<file path="config.mk">
export PLATFORM = sky130hd
export DESIGN_NAME = jh_src_packer
export DESIGN_NICKNAME = d
export VERILOG_FILES = /design/src/rtl/jh_src_packer.sv
export SDC_FILE = /design/constraint.sdc
export NUM_CORES = 1
export LEC_CHECK = 0
export ABC_AREA = 1
export CAP_MARGIN = 20
export CORE_MARGIN = 2
export CORE_UTILIZATION = 53
export DETAILED_ROUTE_END_ITERATION = 10
export GPL_TIMING_DRIVEN = 0
export PLACE_DENSITY = 0.79
export RECOVER_POWER = 25
export REMOVE_ABC_BUFFERS = 1
export SKIP_LAST_GASP = 1
export SLEW_MARGIN = 15
export SYNTH_ARGS = -nofsm -noshare
export SYNTH_HDL_FRONTEND = slang
export SYNTH_SLANG_ARGS = --single-unit
</file>
<file path="constraint.sdc">
create_clock -name clk -period 2 [get_ports clk]
set_clock_uncertainty 0.15 [all_clocks]
set_input_delay 0.3 -clock clk [delete_from_list [all_inputs] [get_ports clk]]
set_output_delay 0.3 -clock clk [all_outputs]
set_load 0.02 [all_outputs]
</file>
<file path="src/rtl/jh_src_packer.sv">
// Input-side stage for the JH core: assembles 32-bit bus writes into 64-bit
// message words and queues them in a small FIFO behind the src_ready/src_read handshake.
module jh_src_packer #(
    parameter int DEPTH = 4,
    parameter int CW    = 3
) (
    input  logic          clk,
    input  logic          reset_n,
    input  logic          flush,
    input  logic          wr_lo,
    input  logic          wr_hi,
    input  logic          swap,
    input  logic [31:0]   wdata,
    output logic          src_ready,
    input  logic          src_read,
    output logic [63:0]   dout,
    output logic          full,
    output logic [CW-1:0] count,
    output logic          overflow
);

    localparam int AW = CW - 1;
    localparam logic [CW-1:0] DEPTH_C = CW'(DEPTH);

    logic [63:0]   mem [DEPTH];
    logic [31:0]   lo;
    logic [31:0]   wval;
    logic [AW-1:0] wp;
    logic [AW-1:0] rp;
    logic          pop;
    logic          accept;

    assign wval   = swap ? {wdata[7:0], wdata[15:8], wdata[23:16], wdata[31:24]} : wdata;
    assign pop    = src_read && (count != '0);
    // A push into a full FIFO still fits when the head leaves in the same cycle.
    assign accept = wr_hi && ((count < DEPTH_C) || pop);

    always_ff @(posedge clk or negedge reset_n) begin
        if (!reset_n) begin
            for (int unsigned i = 0; i < DEPTH; i++) mem[i] <= '0;
            lo       <= '0;
            wp       <= '0;
            rp       <= '0;
            count    <= '0;
            overflow <= 1'b0;
        end else if (flush) begin
            lo       <= '0;
            wp       <= '0;
            rp       <= '0;
            count    <= '0;
            overflow <= 1'b0;
        end else begin
            if (wr_hi) begin
                if (accept) begin
                    mem[wp] <= {wval, lo};
                    wp      <= wp + 1'b1;
                end else begin
                    overflow <= 1'b1;
                end
            end else if (wr_lo) begin
                lo <= wval;
            end
            if (pop) rp <= rp + 1'b1;
            if (accept && !pop)      count <= count + CW'(1);
            else if (pop && !accept) count <= count - CW'(1);
        end
    end

    assign src_ready = (count == '0);
    assign full      = (count == DEPTH_C);
    assign dout      = mem[rp];

endmodule

</file>
==> impl_metrics.ini, run 1 <==
[floorplan]
ios = 109
die_w_um = 164
dieArea_mm2 = 0.0269
core_mm2 = 0.0252
start_util = 0.540
num_rows = 58
die_y_um = 164

[power_and_ir_drop]
switching_share = 0.387
p_int_w = 0.0147
switching_power_w = 0.00928
combinationalPowerShare = 0.422
p_clk_frac = 0.228
total_leakage_power_nw = 8.30
p_seq_frac = 0.350
powerDensity_mw_per_mm2 = 1330
peakVddDrop_uv = 895

[sta]
hold_violations = 0
rsz0062_at_grt = true
period_share = 1.25
worstMarginPinSlew_ps = 1460
setup_viol = 279
finalCriticalPeriod_ps = 2510
slew_violations = 0
max_freq_ghz = 0.399
slew_headroom = 0.0248
tns_ps = -34280
setup_slack_ps = -506

[logic_synthesis]
synth_simple_gate_area_frac = 0.146
ys.flop_type = dfrtp_1
ys_top_cells_by_count = 366 x nand2_1, 296 x dfrtp_1, 148 x o21ai_1
synth_compound_area_frac = 0.218
yosysSeqAreaShare = 0.545
ys_ff_latch = 296
synth_edf_count = 0
postSynthAreaPerCell_um2 = 9.12
syn_area_mm2 = 0.0136
yosysMostFrequentCell = nand2_1
synthArstFlopShare = 1.00
synthAdderAreaFrac = 0.00515
synthTopCellsByArea = dfrtp_1 54%, nand2_1 10%, o21ai_2 7.0%
synth_top_family_by_area = compound AO/OA/AOI/OAI gates
synth-xor-area-share = 0.000644
synth_top_cell_area_share = 0.545
yosysWarnings = 0
synth_top_area_cell = dfrtp_1
synthDistinctLibCells = 24
syn_inst = 1491
synthMuxAreaShare = 0

[placement]
postPlaceCellArea_mm2 = 0.0145
gp_congestion = 0.741
dpl.hpwl_um = 17400
port-buffer-count = 108

[worst_setup_path]
slowest_delay_ps = 480
critPathKind = reg -> out
cp.depth = 6
required_ps = 1550
cpLargestDelayFamily = buffers and inverters
worst_path_most_repeated_cell = buf_16
cp-end-kind = output pin
r2r_cells = 9
startpoint_type = flip-flop
worstPathCellList = buf_16 > clkinv_16 > buf_16 > o21ai_0 > o22ai_2 > buf_4
slowest_stage = dfrtp_4
path_max_fanout = 18
worst_ep_arrival_time_ps = 2060
path_buf_inv = 4

[clocking]
root_buffer = clkbuf_16
cts_buffers = 30
clk_pin_slew_ps = 60
clkSinkCount = 296
clk-insertion-delay-late_ps = 570
clockBufferDepth = 3
cts_tree = built
ctsHtreeMaxLevel = 1

[drt]
drc = 0
drtIter0Drc = 1747
ant_nets = 0
wl_per_cell_um = 26.5
dr.pass1.iters = 6
num_vias = 12910
via_per_inst = 6.48
wirelength_um = 52700

[outcome]
status = finished, violations left
failed_checks = setup timing

[global_routing]
grt_max_degree = 109
grt_use_total = 0.318
grt_pass1_vias = 11520
antenna_found_initial = 0
grt-ovfl-total = 0
grt_pass1_wl_um = 65100

[finish]
nets = 1687
drive_above_1_share = 0.279
antenna_cells = 0
fin_area_mm2 = 0.0180
syn_to_final_growth_pct = 32.4
utilization = 0.715

[hold_path]
hold_class = in -> reg
holdPathStages = 3

[job]
timing.max_cap.violations = 0
==> state kept, by name, summed over array words and instances (netlist names) <==
signal,flops
wp,2
mem,256
overflow,1
count,3
rp,2
lo,32
==> cell type report <==
type | count | area [um2]
sequential | 296 | 7410
fill | 1673 | 7180
multi-input combinational | 1022 | 5930
timing repair buffer | 206 | 2820
clock buffer | 46 | 892
tap | 330 | 413
inverter | 78 | 335
timing repair inverter | 9 | 169
clock inverter | 6 | 33.8
==> power groups by stage <==
stage	sequential (W)	combinational (W)	clock, W
floorplan	0.00824	0.00415	0
global placement	0.00849	0.00656	0
detailed placement	0.00841	0.00683	0
CTS	0.00816	0.00795	0.00536
global route	0.00851	0.0106	0.00566
finish	0.00838	0.0101	0.00547
==> layout by cell type, fill, tap and decap left out, types with 5 or more instances in the layout <==
| cell type | Yosys | final |
|---|---|---|
| buf_12 | 0 | 19 |
| buf_16 | 0 | 21 |
| buf_4 | 0 | 52 |
| buf_6 | 55 | 44 |
| clkbuf_1 | 37 | 10 |
| clkbuf_16 | 0 | 50 |
| clkbuf_8 | 1 | 6 |
| clkdlybuf4s50_1 | 0 | 35 |
| clkinv_2 | 0 | 5 |
| dfrtp_1 | 296 | 294 |
| inv_1 | 76 | 72 |
| nand2_1 | 366 | 362 |
| nand2_4 | 4 | 8 |
| nand2_8 | 0 | 13 |
| nor2_1 | 132 | 102 |
| nor2_2 | 2 | 18 |
| nor2_4 | 0 | 14 |
| o21ai_0 | 132 | 30 |
| o21ai_1 | 148 | 214 |
| o21ai_2 | 108 | 140 |
| o22ai_1 | 96 | 61 |
| o22ai_2 | 0 | 30 |
| o22ai_4 | 0 | 5 |
==> logic make-up (layout without fill, tap and decap cells) <==
logic type	Yosys count	count (layout)
AND/OR/NAND/NOR	513	529
AO/OA/AOI/OAI	487	487
flip-flops	296	296
buffers and inverters	189	345
adder cells (fa/ha/maj)	5	5
XOR/XNOR	1	1
==> stage by stage <==
stage          power (W)  worst slack (ps)  hold WS, ps  instances
4_1_cts           0.0215              -523          171       1938
3_3_place_gp      0.0150            -12020          309       1818
2_1_floorplan     0.0124             -2990         -146       1380
3_5_place_dp      0.0152             -1410          251       1828
6_report          0.0240              -506          166       1993
5_1_grt           0.0248              -517          192       1993
==> timing repair <==
action,CTS,global route
hold buffers,1,0
gates cloned,28,42
resized for setup,368,301
setup buffers,29,16
endpoints found under the setup margin,256,304
endpoints found under the hold margin,98,0
pin swaps,23,50
==> per-layer routing <==
layer,wire (um),track usage,vias up
li1,-,-,5322
met2,23400,0.505,1053
met1,17800,0.424,6199
met5,0,0,-
met4,4110,0.152,0
met3,7500,0.0586,336
==> final timing paths <==
| path | start | to | slack [ps] |
|---|---|---|---|
| min in group asynchronous | reset_n | mem[116]$_DFFE_PN0P_ | 500 |
| setup reg to reg | count[2]$_DFFE_PN0P_ | mem[50]$_DFFE_PN0P_ | -110 |
| max in group asynchronous | reset_n | rp[1]$_DFFE_PN0P_ | 10 |
| hold reg to reg | mem[90]$_DFFE_PN0P_ | mem[90]$_DFFE_PN0P_ | 330 |
| hold / removal | wr_hi | overflow$_DFFE_PN0P_ | 170 |
| setup / recovery | rp[0]$_DFFE_PN0P_ | dout[55] | -510 |
==> tightest hold or removal path, delay by kind of cell <==
kind | cells | cell delay [ps]
buf+inv | 1 | 420
simple gates | 1 | 70
compound gates | 1 | 50
No activity file was read; power rests on OpenSTA's default activity.
==> run 2: changes to the inputs <==
CORE_ASPECT_RATIO = 1.25   (was unset)
==> run 2 against run 1 <==
  * The flow still finishes with violations (setup timing)
  * Cell count did not move
  * First-iteration DRC count rose by 14%
  * Count of clock-buffer cells in the layout fell by 7
  * Sequential power rose by 1%
  * Register-to-register slack got worse by 150 ps
  * Die area barely moved
  * Non-clock buffer count fell by 6
  * Critical path depth did not move
  * Sequential share of layout area fell by 0.26 points
  * Sequential cell count did not move
  * Hold slack got worse by 64 ps
  * Critical path type unchanged
  * Largest cell class unchanged
==> impl_metrics.ini, run 2 (same netlist as run 1, synthesis figures left out) <==
[outcome]
status = finished, violations left
failed_checks = setup timing

[sta]
period_share = 1.26
worstMarginPinSlew_ps = 962
hold_violations = 0
finalCriticalPeriod_ps = 2510
max_freq_ghz = 0.398
setup_viol = 234
slew_headroom = 0.359
slew_violations = 0
rsz0062_at_grt = true
setup_slack_ps = -512
holdWs_ps = 102

[floorplan]
die_y_um = 183
num_rows = 65
start_util = 0.539
dieArea_mm2 = 0.0270
die_w_um = 147
ios = 109
core_mm2 = 0.0252

[global_routing]
grt_pass1_vias = 12443
grt-ovfl-total = 0
antenna_found_initial = 1
grt_use_total = 0.333
grt_pass1_wl_um = 69000
grt_max_degree = 97

[drt]
via_per_inst = 6.72
drc = 0
wl_per_cell_um = 28.8
dr.pass1.iters = 6
drtIter0Drc = 1987
num_vias = 13401
wirelength_um = 57400
ant_nets = 0

[clocking]
clk-insertion-delay-late_ps = 550
cts_tree = built
root_buffer = clkbuf_16
clk_pin_slew_ps = 70
clkSinkCount = 296
cts_buffers = 28
ctsHtreeMaxLevel = 1
clockBufferDepth = 3

[placement]
port-buffer-count = 108
pre_cts_slack_ps = -1310
gp_congestion = 0.768
dp.cells = 1834
dpl.hpwl_um = 17500

[power_and_ir_drop]
power.total_w = 0.0242
total_leakage_power_nw = 8.31
peakVddDrop_uv = 766
powerDensity_mw_per_mm2 = 1340

[worst_setup_path]
startpoint_type = flip-flop
cp-end-kind = output pin
critPathKind = reg -> out
path_max_fanout = 8
reg2reg_from = count[2]$_DFFE_PN0P_
required_ps = 1550
worst_ep_arrival_time_ps = 2060
cp-startpoint = rp[0]$_DFFE_PN0P_

[finish]
top_regs = mem: 256 flops, lo: 32 flops, count: 3 flops
largest_reg_flops = 256
syn_to_final_growth_pct = 33.3
layout_commonest_cell = nand2_1
drive_above_1_share = 0.290
top_register = mem
nets = 1682
fin_cells = 1993
layout_common_cells = 359 x nand2_1, 294 x dfrtp_1, 192 x o21ai_1
utilization = 0.719

[hold_path]
hp-start = swap
hold_class = in -> reg

[job]
timing.max_cap.violations = 0
[run 2: changes by cell type in the layout (fill, tap and decap cells not counted), sizes merged]
cell,before,now
dlymetal6s2s,0,1
clkbuf,67,61
buf,144,136
clkdlybuf4s50,35,37
clkinv,12,9
clkinvlp,0,3
dlygate4sd3,2,1
dlygate4sd2,4,3
diode,0,1
nand2,386,391
bufinv,0,2
[run 2: critical path, cell delays in order (launching register included)]
cell	delay, ps
dfrtp_4	520
buf_16	200
clkinv_16	100
buf_16	130
nor2_1	60
o22ai_2	310
buf_6	170
[run 2: repair_timing]
action | 4_1_cts | 5_1_grt
gates cloned | 33 | 39
buffers inserted | 30 | 8
resized for setup | 368 | 307
endpoints found under the hold margin | 58 | 0
pin swaps | 24 | 50
endpoints found under the setup margin | 266 | 293
hold buffers | 1 | 0
[run 2: power breakdown]
| part | total (W) | leakage (nW) | switching (W) | internal [W] |
|---|---|---|---|---|
| sequential | 0.00848 | 3.96 | 0.00104 | 0.00743 |
| combinational | 0.0103 | 3.90 | 0.00610 | 0.00416 |
| clock | 0.00549 | 0.447 | 0.00240 | 0.00308 |
| total | 0.0242 | 8.31 | 0.00955 | 0.0147 |
[run 2: area by class of cell]
class / count / area [um2]
fill: 1592 / 7090
timing repair inverter: 7 / 120
multi-input combinational: 1027 / 6120
antenna: 1 / 2.50
clock inverter: 10 / 108
timing repair buffer: 200 / 2790
clock buffer: 39 / 813
tap: 335 / 419
inverter: 78 / 335
sequential: 296 / 7410
[run 2: metal layers]
metal | up-vias | wire length (um) | share of wire | track usage
met5 | - | 8 | 0.00014 | 0
met4 | 2 | 6450 | 0.11 | 0.204
met3 | 511 | 8050 | 0.14 | 0.0657
met2 | 1229 | 25200 | 0.44 | 0.543
met1 | 6333 | 17700 | 0.31 | 0.412
li1 | 5326 | - | - | -
[run 2: worst paths after layout]
path | to | slack (ps) | cells after the start
worst max-delay path | dout[57] | -510 | 6
worst min-delay path | mem[173]$_DFFE_PN0P_ | 100 | 5
worst max register to register | mem[217]$_DFFE_PN0P_ | -260 | 9
worst min register to register | mem[160]$_DFFE_PN0P_ | 330 | 2
max in group asynchronous | mem[141]$_DFFE_PN0P_ | 90 | 4
min in group asynchronous | mem[196]$_DFFE_PN0P_ | 110 | 2
[run 2: metrics by stage]
stage | instance area, um2 | TNS (ps)
after floorplan | 12700 | -224000
after global placement | 14200 | -4434100
after detailed placement | 14600 | -204540
after CTS | 16500 | -25530
after global routing | 18100 | -53010
final | 18100 | -32200
==> run 3: changes to the inputs <==
CORE_ASPECT_RATIO = 0.8   (was 1.25)
CORE_UTILIZATION = 40   (was 53)
GPL_ROUTABILITY_DRIVEN = 0   (was unset)
PLACE_DENSITY = 0.63   (was 0.79)
==> run 3 against run 2 <==
  * The flow still finishes with violations (setup timing)
  * Count of clock-buffer cells in the layout increased by 11
  * Non-clock buffer count unchanged
  * Register-to-register slack got worse by 90 ps
  * Critical path depth increased by 1
  * Highest routed layer is now met4
  * Die area increased by 32%
  * Largest power group unchanged
  * Critical path type unchanged
  * Combinational power decreased by 5%
  * Wire length decreased by 14%
  * Cell count increased by 4.8%
  * Global-route usage decreased by 11 points
==> impl_metrics.ini, run 3 (same netlist as run 1, synthesis figures left out) <==
[worst_setup_path]
cp-end-kind = output pin
cp.depth = 7
worst_path_most_repeated_cell = buf_16
startpoint_type = flip-flop
worstPathCellList = buf_16 > clkinv_8 > buf_12 > buf_16 > o21ai_2 > o22ai_2 > buf_4
r2r_cells = 6
critPathKind = reg -> out
worst_ep_arrival_time_ps = 2010
slowest_stage = dfrtp_4
path_buf_inv = 5
cpLargestDelayFamily = buffers and inverters
path_max_fanout = 6
slowest_delay_ps = 470
rrSetupSlack_ps = -350
required_ps = 1550

[clocking]
clockBufferDepth = 3
clk-insertion-delay-late_ps = 560
clkSinkCount = 296
cts_buffers = 31
root_buffer = clkbuf_16
clk_pin_slew_ps = 60
cts_tree = built
ctsHtreeMaxLevel = 1

[placement]
port-buffer-count = 108
dpl.hpwl_um = 19200
pre_cts_slack_ps = -1430

[floorplan]
ios = 109
dieArea_mm2 = 0.0355
die_w_um = 210
start_util = 0.405
num_rows = 60
core_mm2 = 0.0336
die_y_um = 169

[finish]
layout_commonest_cell = nand2_1
syn_to_final_growth_pct = 33.5
nets = 1679
top_regs = mem: 256 flops, lo: 32 flops, count: 3 flops
layout_common_cells = 334 x nand2_1, 294 x dfrtp_1, 192 x o21ai_1
drive_above_1_share = 0.287
largest_reg_flops = 256
antenna_cells = 0
top_register = mem
utilization = 0.541

[drt]
num_vias = 11793
wl_per_cell_um = 23.7
wirelength_um = 49400
via_per_inst = 5.65
ant_nets = 0
dr.pass1.iters = 7
drtIter0Drc = 1108
drc = 0

[power_and_ir_drop]
p_int_w = 0.0150
total_leakage_power_nw = 8.37
power.total_w = 0.0238
p_clk_frac = 0.241
p_seq_frac = 0.349
combinationalPowerShare = 0.410
switching_power_w = 0.00888
switching_share = 0.372
peakVddDrop_uv = 701
powerDensity_mw_per_mm2 = 1310

[sta]
finalCriticalPeriod_ps = 2460
slew_headroom = 0.101
max_freq_ghz = 0.406
rsz0062_at_grt = true
slew_violations = 0
setup_slack_ps = -462
tns_ps = -37510
worstMarginPinSlew_ps = 1350
period_share = 1.23
setup_viol = 131
hold_violations = 0

[global_routing]
antenna_found_initial = 0
grt_use_total = 0.221
grt_pass1_vias = 10434
grt_pass1_wl_um = 61200
grt_max_degree = 106
grt-ovfl-total = 0

[outcome]
status = finished, violations left
failed_checks = setup timing

[hold_path]
hold_class = in -> reg
holdPathStages = 5

[job]
timing.max_cap.violations = 0
-- run 3: per-stage QoR --
step | hold WS (ps) | std cells | instance area (um2)
2_1_floorplan | -146 | 1380 | 12700
3_3_place_gp | 309 | 1922 | 14400
3_5_place_dp | 227 | 1935 | 14700
4_1_cts | 187 | 2024 | 16400
5_1_grt | 219 | 2088 | 18200
6_report | 189 | 2088 | 18200
-- run 3: cell type report --
cell class | instances | area, um2
fill | 2949 | 15400
tap | 434 | 543
clock buffer | 50 | 997
inverter | 78 | 348
clock inverter | 2 | 10.0
sequential | 296 | 7410
timing repair buffer | 200 | 2780
timing repair inverter | 5 | 68.8
multi-input combinational | 1023 | 5990
-- run 3: power by group through the flow --
stage	sequential [W]	clock, W	combinational [W]
floorplan	0.00824	0	0.00415
global placement	0.00851	0	0.00671
detailed placement	0.00838	0	0.00700
CTS	0.00815	0.00578	0.00814
global route	0.00847	0.00606	0.0104
finish	0.00831	0.00574	0.00978
-- run 3: timing repair --
item                                    CTS  global route
pin swaps                                22            56
gates resized for setup                 366           295
hold endpoints to repair                 88             0
hold buffers                              1             0
endpoints found under the setup margin  210           327
cloned                                   17            40
setup buffers                            19            25
-- run 3: final timing paths --
path,from,end
max in group asynchronous,reset_n,mem[122]$_DFFE_PN0P_
max reg2reg,wp[0]$_DFFE_PN0P_,mem[205]$_DFFE_PN0P_
min,swap,mem[252]$_DFFE_PN0P_
max,rp[0]$_DFFE_PN0P_,dout[38]
min in group asynchronous,reset_n,count[2]$_DFFE_PN0P_
min reg2reg,mem[131]$_DFFE_PN0P_,mem[131]$_DFFE_PN0P_
-- run 3: worst reg2reg max path: stages (launching register included) --
cell and delay [ps]:
dfrtp_1 410, inv_1 140, ha_2 700, nand2_8 330, buf_16 290, nand2_1 150
o21ai_1 60
-- run 3: layer usage --
metal / GRT usage / share of wire
met5: 0 / 0
met4: 0.0555 / 0.034
met3: 0.0288 / 0.073
met2: 0.354 / 0.45
met1: 0.320 / 0.44
